<file path="config.mk">
export PLATFORM = sky130hd
export DESIGN_NAME = halfwave_pwm_flat
export DESIGN_NICKNAME = d
export VERILOG_FILES = /design/src/rtl/halfwave_pwm_if.sv /design/src/rtl/halfwave_pwm.sv /design/src/flat_wrapper.sv
export SDC_FILE = /design/constraint.sdc
export NUM_CORES = 1
export LEC_CHECK = 0
export ABC_CLOCK_PERIOD_IN_PS = 4300
export CORE_ASPECT_RATIO = 1.75
export CORE_MARGIN = 5
export CORE_UTILIZATION = 45
export CTS_CLUSTER_SIZE = 10
export DETAILED_ROUTE_END_ITERATION = 6
export GPL_TIMING_DRIVEN = 0
export PLACE_DENSITY = 0.68
export SYNTH_ARGS = -nofsm -noshare
export SYNTH_HDL_FRONTEND = slang
export SYNTH_SLANG_ARGS = --single-unit
</file>
<file path="constraint.sdc">
create_clock -name clk -period 4.3 [get_ports clk]
set_input_delay 0.86 -clock clk [delete_from_list [all_inputs] [get_ports clk]]
set_output_delay 0.86 -clock clk [all_outputs]
set_load 0.02 [all_outputs]
</file>
<file path="src/rtl/halfwave_pwm_if.sv">
// Bus between the halfwave magnitude source and the H-bridge PWM stage.
// The master drives the run control and magnitudes; the slave returns gate drives and status.
interface halfwave_pwm_if #(
    parameter int N = 9
);
    logic         enable;
    logic [N-1:0] pos_in;
    logic [N-1:0] neg_in;
    logic         period_tick;
    logic         pwm_p;
    logic         pwm_n;
    logic         fault;

    modport master (
        output enable, pos_in, neg_in,
        input  period_tick, pwm_p, pwm_n, fault
    );

    modport slave (
        input  enable, pos_in, neg_in,
        output period_tick, pwm_p, pwm_n, fault
    );
endinterface

</file>
<file path="src/rtl/halfwave_pwm.sv">
// Split-halfwave to H-bridge PWM converter: one leg per direction, dead-time on reversal,
// period strobe for the sine table, sticky fault when both halfwaves are nonzero at a sample.
module halfwave_pwm #(
    parameter int N    = 9,
    parameter int DEAD = 4
) (
    input  logic clk,
    input  logic reset,
    halfwave_pwm_if.slave bus
);
    typedef enum logic [1:0] {
        ST_IDLE = 2'd0,
        ST_POS  = 2'd1,
        ST_NEG  = 2'd2
    } state_t;

    localparam logic [N-1:0] CNT_LAST = {{(N-1){1'b1}}, 1'b0};
    localparam logic [N-1:0] GAP      = N'(DEAD);

    state_t       state_q, state_d;
    logic [N-1:0] cnt_q, cnt_d;
    logic [N-1:0] duty_q, duty_d;
    logic [N-1:0] gap_q, gap_d;
    logic         fault_q, fault_d;
    logic         tick_q, tick_d;
    logic         pwm_p_q, pwm_p_d;
    logic         pwm_n_q, pwm_n_d;
    logic         in_window;
    logic         pos_nz, neg_nz;

    assign pos_nz = (bus.pos_in != '0);
    assign neg_nz = (bus.neg_in != '0);

    always_comb begin
        cnt_d   = cnt_q;
        state_d = state_q;
        duty_d  = duty_q;
        gap_d   = gap_q;
        fault_d = fault_q;
        if (!bus.enable) begin
            cnt_d   = '0;
            state_d = ST_IDLE;
            duty_d  = '0;
            gap_d   = '0;
            fault_d = 1'b0;
        end else if (cnt_q == CNT_LAST) begin
            cnt_d = '0;
            if (pos_nz && !neg_nz) begin
                state_d = ST_POS;
                duty_d  = bus.pos_in;
            end else if (neg_nz && !pos_nz) begin
                state_d = ST_NEG;
                duty_d  = bus.neg_in;
            end else begin
                state_d = ST_IDLE;
                duty_d  = '0;
                if (pos_nz && neg_nz) begin
                    fault_d = 1'b1;
                end
            end
            // The outgoing period's state is the direction history, so an IDLE period forgets it.
            if ((state_d == ST_POS && state_q == ST_NEG) ||
                (state_d == ST_NEG && state_q == ST_POS)) begin
                gap_d = GAP;
            end else begin
                gap_d = '0;
            end
        end else begin
            cnt_d = cnt_q + N'(1);
        end

        // Outputs are computed from next-state values so the registered drives line up with cnt_q.
        in_window = (cnt_d >= gap_d) && (cnt_d < duty_d);
        pwm_p_d   = (state_d == ST_POS) && in_window;
        pwm_n_d   = (state_d == ST_NEG) && in_window;
        tick_d    = bus.enable && (cnt_d == CNT_LAST);
    end

    always_ff @(posedge clk or negedge reset) begin
        if (!reset) begin
            cnt_q   <= '0;
            state_q <= ST_IDLE;
            duty_q  <= '0;
            gap_q   <= '0;
            fault_q <= 1'b0;
            tick_q  <= 1'b0;
            pwm_p_q <= 1'b0;
            pwm_n_q <= 1'b0;
        end else begin
            cnt_q   <= cnt_d;
            state_q <= state_d;
            duty_q  <= duty_d;
            gap_q   <= gap_d;
            fault_q <= fault_d;
            tick_q  <= tick_d;
            pwm_p_q <= pwm_p_d;
            pwm_n_q <= pwm_n_d;
        end
    end

    assign bus.period_tick = tick_q;
    assign bus.pwm_p       = pwm_p_q;
    assign bus.pwm_n       = pwm_n_q;
    assign bus.fault       = fault_q;
endmodule

</file>
<file path="src/flat_wrapper.sv">
// flat-port wrapper written by rule: the top's interface ports become plain ports
module halfwave_pwm_flat 
#(
    parameter int N    = 9,
    parameter int DEAD = 4
)
  (clk, reset, bus_enable, bus_pos_in, bus_neg_in, bus_period_tick, bus_pwm_p, bus_pwm_n, bus_fault);
  halfwave_pwm_if #(.N(N)) bus_i ();
  input  logic clk;
  input  logic reset;
  input wire logic [$bits(bus_i.enable)-1:0] bus_enable;
  input wire logic [$bits(bus_i.pos_in)-1:0] bus_pos_in;
  input wire logic [$bits(bus_i.neg_in)-1:0] bus_neg_in;
  output wire logic [$bits(bus_i.period_tick)-1:0] bus_period_tick;
  output wire logic [$bits(bus_i.pwm_p)-1:0] bus_pwm_p;
  output wire logic [$bits(bus_i.pwm_n)-1:0] bus_pwm_n;
  output wire logic [$bits(bus_i.fault)-1:0] bus_fault;
  assign bus_i.enable = bus_enable;
  assign bus_i.pos_in = bus_pos_in;
  assign bus_i.neg_in = bus_neg_in;
  assign bus_period_tick = bus_i.period_tick;
  assign bus_pwm_p = bus_i.pwm_p;
  assign bus_pwm_n = bus_i.pwm_n;
  assign bus_fault = bus_i.fault;
  halfwave_pwm #(.N(N), .DEAD(DEAD)) u_core (.clk(clk), .reset(reset), .bus(bus_i));
endmodule
</file>
* After elaboration in Yosys (flattened, before gate mapping)
Index checks and enable logic that the tools add are counted.
** Word-level totals
- Register bits after elaboration :: 33
- Output and inout port bits :: 4
- Logic and storage cells :: 58
** Cells by class
- Order comparisons :: 2
- Eq/ne operators :: 12
- Reductions and logical operators :: 15
- Add/subtract/negate cells :: 1
- Muxes and demuxes :: 20
** Operators with widths (count)
- 9-bit 2-to-1 mux :: 8
- 9-bit equality test, second input constant :: 2
- 9-bit nonzero test :: 2
- 2-bit 2-to-1 mux :: 6
- 9-bit by 1-bit adder with 9-bit output, second input constant :: 1
- 9-bit >= comparator :: 1
- 1-bit logical AND :: 9
- 9-bit less-than comparator :: 1
- 2-bit by 1-bit equality test with 1-bit output, second input constant :: 3
- 2-bit equality test, second input constant :: 3
- 1-bit 2-to-1 mux :: 5
- 2-bit by 1-bit != test with 1-bit output, second input constant :: 2
- 2-bit != test, second input constant :: 2
- 4-bit AND reduction :: 1
- 3-bit 2-to-1 mux :: 1
- 1-bit logical NOT :: 2
- 1-bit logical OR :: 1

* Logic depth before layout (Yosys ltp)
Gate-level depths: netlist of run 1.
- Depth in word-level cells :: 16
- Depth in mapped cells :: 14
- Depth with buffers taken out :: 13

* Worst setup path before layout of run 1
No wires, ideal clock.
- Path type :: input-to-reg
- Start point :: input port bus_neg_in[2]
- End point :: register u_core.pwm_n_q (netlist: u_core.bus.pwm_n)
- Path slack :: 0.819 ns
- Buffers on the path :: 0
- Stages :: 11
- Arrival time :: 3.335 ns
- Library setup time :: 0.146 ns
- Cells stage by stage :: or4_4 > nor4_4 > nor2b_4 > a221oi_1 > or2_1 > ha_1 > nand3_1 > nor3_1 > a31oi_1 > nand3_1 > a211oi_1
** Between the ends
- Cells in the longest elaborated chain, start to end :: 15
** Ends and longest elaborated chain
- start, declared :: line flat_wrapper.sv:13 : input wire logic [$bits(bus_i.neg_in)-1:0] bus_neg_in;
- 9-bit nonzero test :: line halfwave_pwm.sv:32 : assign neg_nz = (bus.neg_in != '0);
- 1-bit logical AND / 1-bit logical NOT (equally long branches) :: line halfwave_pwm.sv:51, halfwave_pwm.sv:48
- 2-bit 2-to-1 mux / 1-bit logical AND (equally long branches) :: line halfwave_pwm.sv:51, halfwave_pwm.sv:48
- 2-bit 2-to-1 mux :: line halfwave_pwm.sv:48 : if (pos_nz && !neg_nz) begin
- 2-bit 2-to-1 mux :: line halfwave_pwm.sv:46 : end else if (cnt_q == CNT_LAST) begin
- 2-bit 2-to-1 mux :: line halfwave_pwm.sv:40 : if (!bus.enable) begin
- 2-bit by 1-bit equality test with 1-bit output / 2-bit equality test (equally long branches) :: line halfwave_pwm.sv:62, halfwave_pwm.sv:63
- 1-bit logical AND (on tied branches) :: line halfwave_pwm.sv:62, halfwave_pwm.sv:63
- 1-bit logical OR :: line halfwave_pwm.sv:62 : if ((state_d == ST_POS && state_q == ST_NEG) ||
- 3-bit 2-to-1 mux :: line halfwave_pwm.sv:62
- 9-bit 2-to-1 mux :: line halfwave_pwm.sv:46
- 9-bit 2-to-1 mux :: line halfwave_pwm.sv:40
- 9-bit >= comparator :: line halfwave_pwm.sv:73 : in_window = (cnt_d >= gap_d) && (cnt_d < duty_d);
- 1-bit logical AND :: line halfwave_pwm.sv:73
- 1-bit logical AND (*) :: line halfwave_pwm.sv:75 : pwm_n_d = (state_d == ST_NEG) && in_window;
- named net u_core.pwm_n_d :: line halfwave_pwm.sv:27 : logic pwm_n_q, pwm_n_d;
- end signal, assigned :: line halfwave_pwm.sv:97 : pwm_n_q <= pwm_n_d;
- end, declared :: line halfwave_pwm.sv:27
The timed path passes the listed nets; every way through them passes the cells marked *. The select of a mux whose other input is x is not followed.
A chain may end at the register's enable or synchronous reset.

* Worst setup path in the final report of run 1
Same ends and word-level chain as after synthesis.

==> metrics.txt, run 1 <==
status finished, final reports clean; max-cap viol count 0; Leak 1.12 nW; # H-tree levels 2; slowest CP cell or4_4; Yosys reg bits 33; crit path max fanout 5; clock-pin slew on the worst setup and hold paths 0.07 ns; CTS tree done; die area 5980 um2; clock sink total 33; VDD IR-drop max 0.000319 V; Final #Nets 289; crit-path max cell delay 0.56 ns; Pre-Repair DR Iteration Count 4; clk_skew 0.00461 ns; Mean Syn Cell Area 9.53 um2; first-pass GRT wire length 8050 um; initial core utilization 46.3%; GRT Overall Usage 17.9%; most common library cell in the layout ignoring fill and taps dfrtp_1; top-area cell type share of the netlist area 40.9%; CP Cell Sequence clkdlybuf4s50_1 -> or4_4 -> nor4_4 -> buf_4 -> nor2b_4 -> a221oi_1 -> or2_1 -> ha_1 -> a211oi_1 -> o31ai_1 -> o221ai_1 -> nand3_1 -> a211oi_1; area post-placement 2320 um2; DR vias/cell 5.54; synth warn 0; Critical Path RT 4.48 ns; IO buf count 24; Boundary Pins 25; drt total wl 4710 um; largest cells by area after synthesis dfrtp_1 (41%), ha_1 (12%), nor2_1 (4.5%); Die W 60.7 um; Setup Crit Path Kind in -> reg; Yosys cell types 38; placed cell count 287; asr flop ratio synth 100%; FP Rows 32; via count 1668; Relative slew margins 51.0%; Worst Setup End Kind flip-flop; final count of hold timing violations 0; DRC viols 0; Root Driver clkbuf_8; via count of the first global-routing pass 1760; most frequent cells in the layout dfrtp_1 (33), nor2_1 (24), clkdlybuf4s50_1 (23); cell repeated most along the worst path a211oi_1; final instance area 2480 um2; RSZ-0062 raised after global routing false; ys flop type dfrtp_1; Tcrit/Tclk final 89.6%; Fmax achieved 0.260 GHz; core area 4360 um2; Fill cells 405; Final Wtd Congestion 0.863; antenna cells 0; EDFF count, synth 0; Final Critical Period 3.85 ns; power per cell area 275 nW/um2; Hold-fix buffers, CTS 0; Gate Count Post-Synth 212; layout cells sized above 1 11.2%; Critical Path AT 4.03 ns; initial antenna violation count 0; Detailed Place HPWL 3790 um; die span in y 98.6 um; clk buf depth 2; DRT iter0 DRCs 34; routed len/inst 15.6 um; leading area contributor after synthesis dfrtp_1; Synth Cell Area 2020 um2; Worst setup SP type primary input; antenna viol nets, final 0; Cell Count, Final, Fillers Out 301; Clock Latency Late Sink 0.28 ns; CTS Buf Count 5; final global-route overflow total 0; Layout area overhead 22.8%; measured slew at the worst slew-check pin 0.735 ns; fin. max-slew vios 0; Mapped Nets 252; # setup viols final 0; pin count of the biggest net entering global routing 34; Seq/Total Area, Yosys 40.9%; Worst Hold Class reg -> reg
## area by class of cell
cell class | count | area (um2) | area share, %
multi-input combinational | 161 | 1130 | 45.4
buffer | 6 | 23.8 | 0.958
sequential | 33 | 826 | 33.3
inverter | 12 | 45.0 | 1.82
clock inverter | 1 | 30.0 | 1.21
timing repair buffer | 30 | 280 | 11.3
tap | 51 | 63.8 | 2.57
clock buffer | 7 | 86.3 | 3.48
## worst paths after layout
| kind | start | endpoint | slack (ns) | cells past startpoint |
|---|---|---|---|---|
| min in group asynchronous | reset | u_core.cnt_q[5]$_DFF_PN0_ | 0.63 | 1 |
| max reg2reg | u_core.cnt_q[3]$_DFF_PN0_ | u_core.bus.pwm_n$_DFF_PN0_ | 0.86 | 13 |
| min reg2reg | u_core.gap_q[3]$_DFF_PN0_ | u_core.gap_q[3]$_DFF_PN0_ | 0.46 | 2 |
| max in group asynchronous | reset | u_core.bus.fault$_DFFE_PN0P_ | 3.19 | 1 |
| max | bus_neg_in[2] | u_core.bus.pwm_n$_DFF_PN0_ | 0.45 | 13 |
| min | u_core.gap_q[3]$_DFF_PN0_ | u_core.gap_q[3]$_DFF_PN0_ | 0.46 | 2 |
## registers in the layout (all words and copies together), names as in the netlist
register,cells
u_core.bus.fault,1
u_core.bus.period_tick,1
u_core.bus.pwm_n,1
u_core.bus.pwm_p,1
u_core.cnt_q,9
u_core.duty_q,9
u_core.gap_q,9
u_core.state_q,2
## critical path, delay by kind of cell
family / cells / cell delay (ns)
buf+inv: 2 / 0.62
simple gates: 5 / 1.36
compound gates: 5 / 0.99
fa+ha+maj: 1 / 0.23
## power breakdown
group	internal, mW	total, mW	switching (mW)
Combinational	0.0296	0.0625	0.0328
Clock	0.189	0.303	0.114
Sequential	0.313	0.317	0.00495
Total	0.531	0.683	0.151
## cells in the mapped netlist (4+ instances only)
cell type and count:
dfrtp_1 33, nor2_1 24, ha_1 19, nand2_1 19, inv_1 12, o21ai_0 12
nand2b_1 9, a21oi_1 7, nand3_1 7, nor3_1 7, a221o_2 6, a211oi_1 5
clkbuf_1 5, xnor2_1 5, or3_1 4
## what timing repair did
item / in CTS / in global routing
gates resized for setup: 0 / 0
buffers inserted: 0 / 6
setup endpoints to repair: 0 / 2
## cell families (layout without fill, tap and decap cells)
kind of cell / count (synthesis) / in the layout / synth area share [%]
flip-flops: 33 / 33 / 40.9
AO/OA/AOI/OAI: 47 / 47 / 16.5
AND/OR/NAND/NOR: 88 / 88 / 24.5
adder cells (fa/ha/maj): 19 / 19 / 11.8
XOR/XNOR: 7 / 7 / 3.03
buffers and inverters: 18 / 56 / 3.41
## metal layers
layer / track usage [%] / routed length (um)
met1: 18.3 / 1700
met2: 33.6 / 2740
met3: 3.80 / 170
met4: 6.34 / 102
met5: 0 / 0
## metrics by stage
step                total power, mW  utilization (%)  setup TNS [ns]  setup slack [ns]  hold slack [ns]
finish                        0.683             56.9               0             0.448            0.463
CTS                           0.690             55.8               0             0.124            0.472
detailed placement            0.386             53.2          -0.283            -0.176            0.455
global placement              0.386             53.3          -0.286            -0.144            0.448
floorplan                     0.349                -               0             0.819            0.433
global route                  0.711             56.9               0             0.311            0.500
(Power assumes the default switching activity.)
==> run 2, diff against run 1 <==
--- a/config.mk
+++ b/config.mk
@@ -11,7 +11,7 @@
 export CORE_UTILIZATION = 45
 export CTS_CLUSTER_SIZE = 10
 export DETAILED_ROUTE_END_ITERATION = 6
-export GPL_TIMING_DRIVEN = 0
+export GPL_TIMING_DRIVEN = 1
 export PLACE_DENSITY = 0.68
 export SYNTH_ARGS = -nofsm -noshare
 export SYNTH_HDL_FRONTEND = slang
==> metrics.txt, run 2 (synthesis gave the netlist of run 1 again) <==
Relative slew margins 63.1%; Clock Latency Late Sink 0.28 ns; Final #Nets 284; post-CTS resize count 0; final instance area 2440 um2; RSZ-0062 raised after global routing false; fin. max-slew vios 0; die area 5980 um2; routed len/inst 15.8 um; fin util 56.0%; power per cell area 251 nW/um2; GRT Overall Usage 17.7%; CTS Buf Count 5; antenna cells 0; via count 1671; initial core utilization 46.3%; Critical Path AT 3.94 ns; measured slew at the worst slew-check pin 0.549 ns; DRC viols 0; Fill cells 392; setup TNS 0 ns; layout cells sized above 1 11.1%; # setup viols final 0; antenna viol nets, final 0; hold depth 2; core area 4360 um2; DRT iter0 DRCs 16; Final Critical Period 3.76 ns; area post-placement 2350 um2; status finished, final reports clean; clk buf depth 2; clk_skew 0.00321 ns; crit path max fanout 9; Cell Count, Final, Fillers Out 295; Tcrit/Tclk final 87.4%; most common library cell in the layout ignoring fill and taps dfrtp_1; Boundary Pins 25; via count of the first global-routing pass 1712; initial antenna violation count 0; IO buf count 24; Register-to-Register Path Depth 13; Hold-fix buffers, CTS 0; Pre-Repair DR Iteration Count 4; Layout area overhead 20.9%; Critical Path RT 4.49 ns; Die W 60.7 um; Root Driver clkbuf_8; placed cell count 288; die span in y 98.6 um; max-cap viol count 0; Final Wtd Congestion 0.871; first-pass GRT wire length 7870 um; # H-tree levels 2; clock sink total 33; Worst Hold Class reg -> reg; pin count of the biggest net entering global routing 34; Post-CTS Setup Inserts 0; Leak 1.10 nW; Detailed Place HPWL 3840 um; DR vias/cell 5.66; final count of hold timing violations 0; FP Rows 32; Setup Crit Path Kind in -> reg; CTS tree done; hold slack 0.462 ns; VDD IR-drop max 0.000189 V; drt total wl 4670 um; Worst setup SP type primary input; Fmax achieved 0.266 GHz; Regs by FF count u_core.cnt_q: 9 flops, u_core.duty_q: 9 flops, u_core.gap_q: 9 flops; Worst Setup End Kind flip-flop; final global-route overflow total 0; clock-pin slew on the worst setup and hold paths 0.07 ns; most frequent cells in the layout dfrtp_1 (33), nor2_1 (24), clkdlybuf4s50_1 (24)
-- run 2: changes by cell type in the layout (fill, tap and decap cells not counted) --
cell / before / now
clkdlybuf4s50_1: 23 / 24
bufinv_16: 1 / 0
clkinvlp_4: 0 / 1
clkbuf_1: 6 / 0
buf_4: 6 / 7
buf_2: 2 / 0
-- run 2: critical path, stage by stage --
cell and delay [ns]:
clkdlybuf4s50_1 0.42, or4_4 0.56, nor4_4 0.24, buf_4 0.21
nor2b_4 0.21, a221oi_1 0.11, or2_1 0.25, ha_1 0.23
a211oi_1 0.23, o31ai_1 0.12, o221ai_1 0.16, nand3_1 0.12
a211oi_1 0.23
-- run 2: worst paths after layout --
check | slack, ns | endpoint | from
hold reg to reg | 0.46 | u_core.gap_q[1]$_DFF_PN0_ | u_core.gap_q[1]$_DFF_PN0_
setup / recovery | 0.54 | u_core.bus.pwm_n$_DFF_PN0_ | bus_pos_in[2]
max in group asynchronous | 3.03 | u_core.gap_q[0]$_DFF_PN0_ | reset
setup reg to reg | 1.03 | u_core.bus.pwm_n$_DFF_PN0_ | u_core.cnt_q[0]$_DFF_PN0_
min in group asynchronous | 0.97 | u_core.cnt_q[6]$_DFF_PN0_ | reset
hold / removal | 0.46 | u_core.gap_q[1]$_DFF_PN0_ | u_core.gap_q[1]$_DFF_PN0_
-- run 2: through the flow --
stage | power, mW | setup slack [ns]
CTS | 0.622 | 0.526
global placement | 0.387 | 0.243
finish | 0.614 | 0.542
detailed placement | 0.388 | 0.223
floorplan | 0.349 | 0.819
global route | 0.644 | 0.295
-- run 2: layout make-up --
type / count / area (um2) / share of cell area [%]
clock buffer: 6 / 82.6 / 3.38
clock inverter: 1 / 7.51 / 0.307
inverter: 12 / 45.0 / 1.84
multi-input combinational: 161 / 1130 / 46.1
sequential: 33 / 826 / 33.8
tap: 51 / 63.8 / 2.61
timing repair buffer: 31 / 293 / 12.0
-- run 2: where the power goes --
| part | total, mW | switching, mW | internal [mW] |
|---|---|---|---|
| sequential | 0.318 | 0.00526 | 0.313 |
| clock | 0.233 | 0.106 | 0.126 |
| combinational | 0.0632 | 0.0318 | 0.0314 |
-- run 2: metal layers --
layer / global-route usage (%) / up-vias / routed length [um]
met2: 31.2 / 40 / 2560
met5: 0 / - / 0
met3: 3.01 / 10 / 164
li1: - / 833 / -
met1: 20.1 / 788 / 1810
met4: 7.18 / 0 / 142
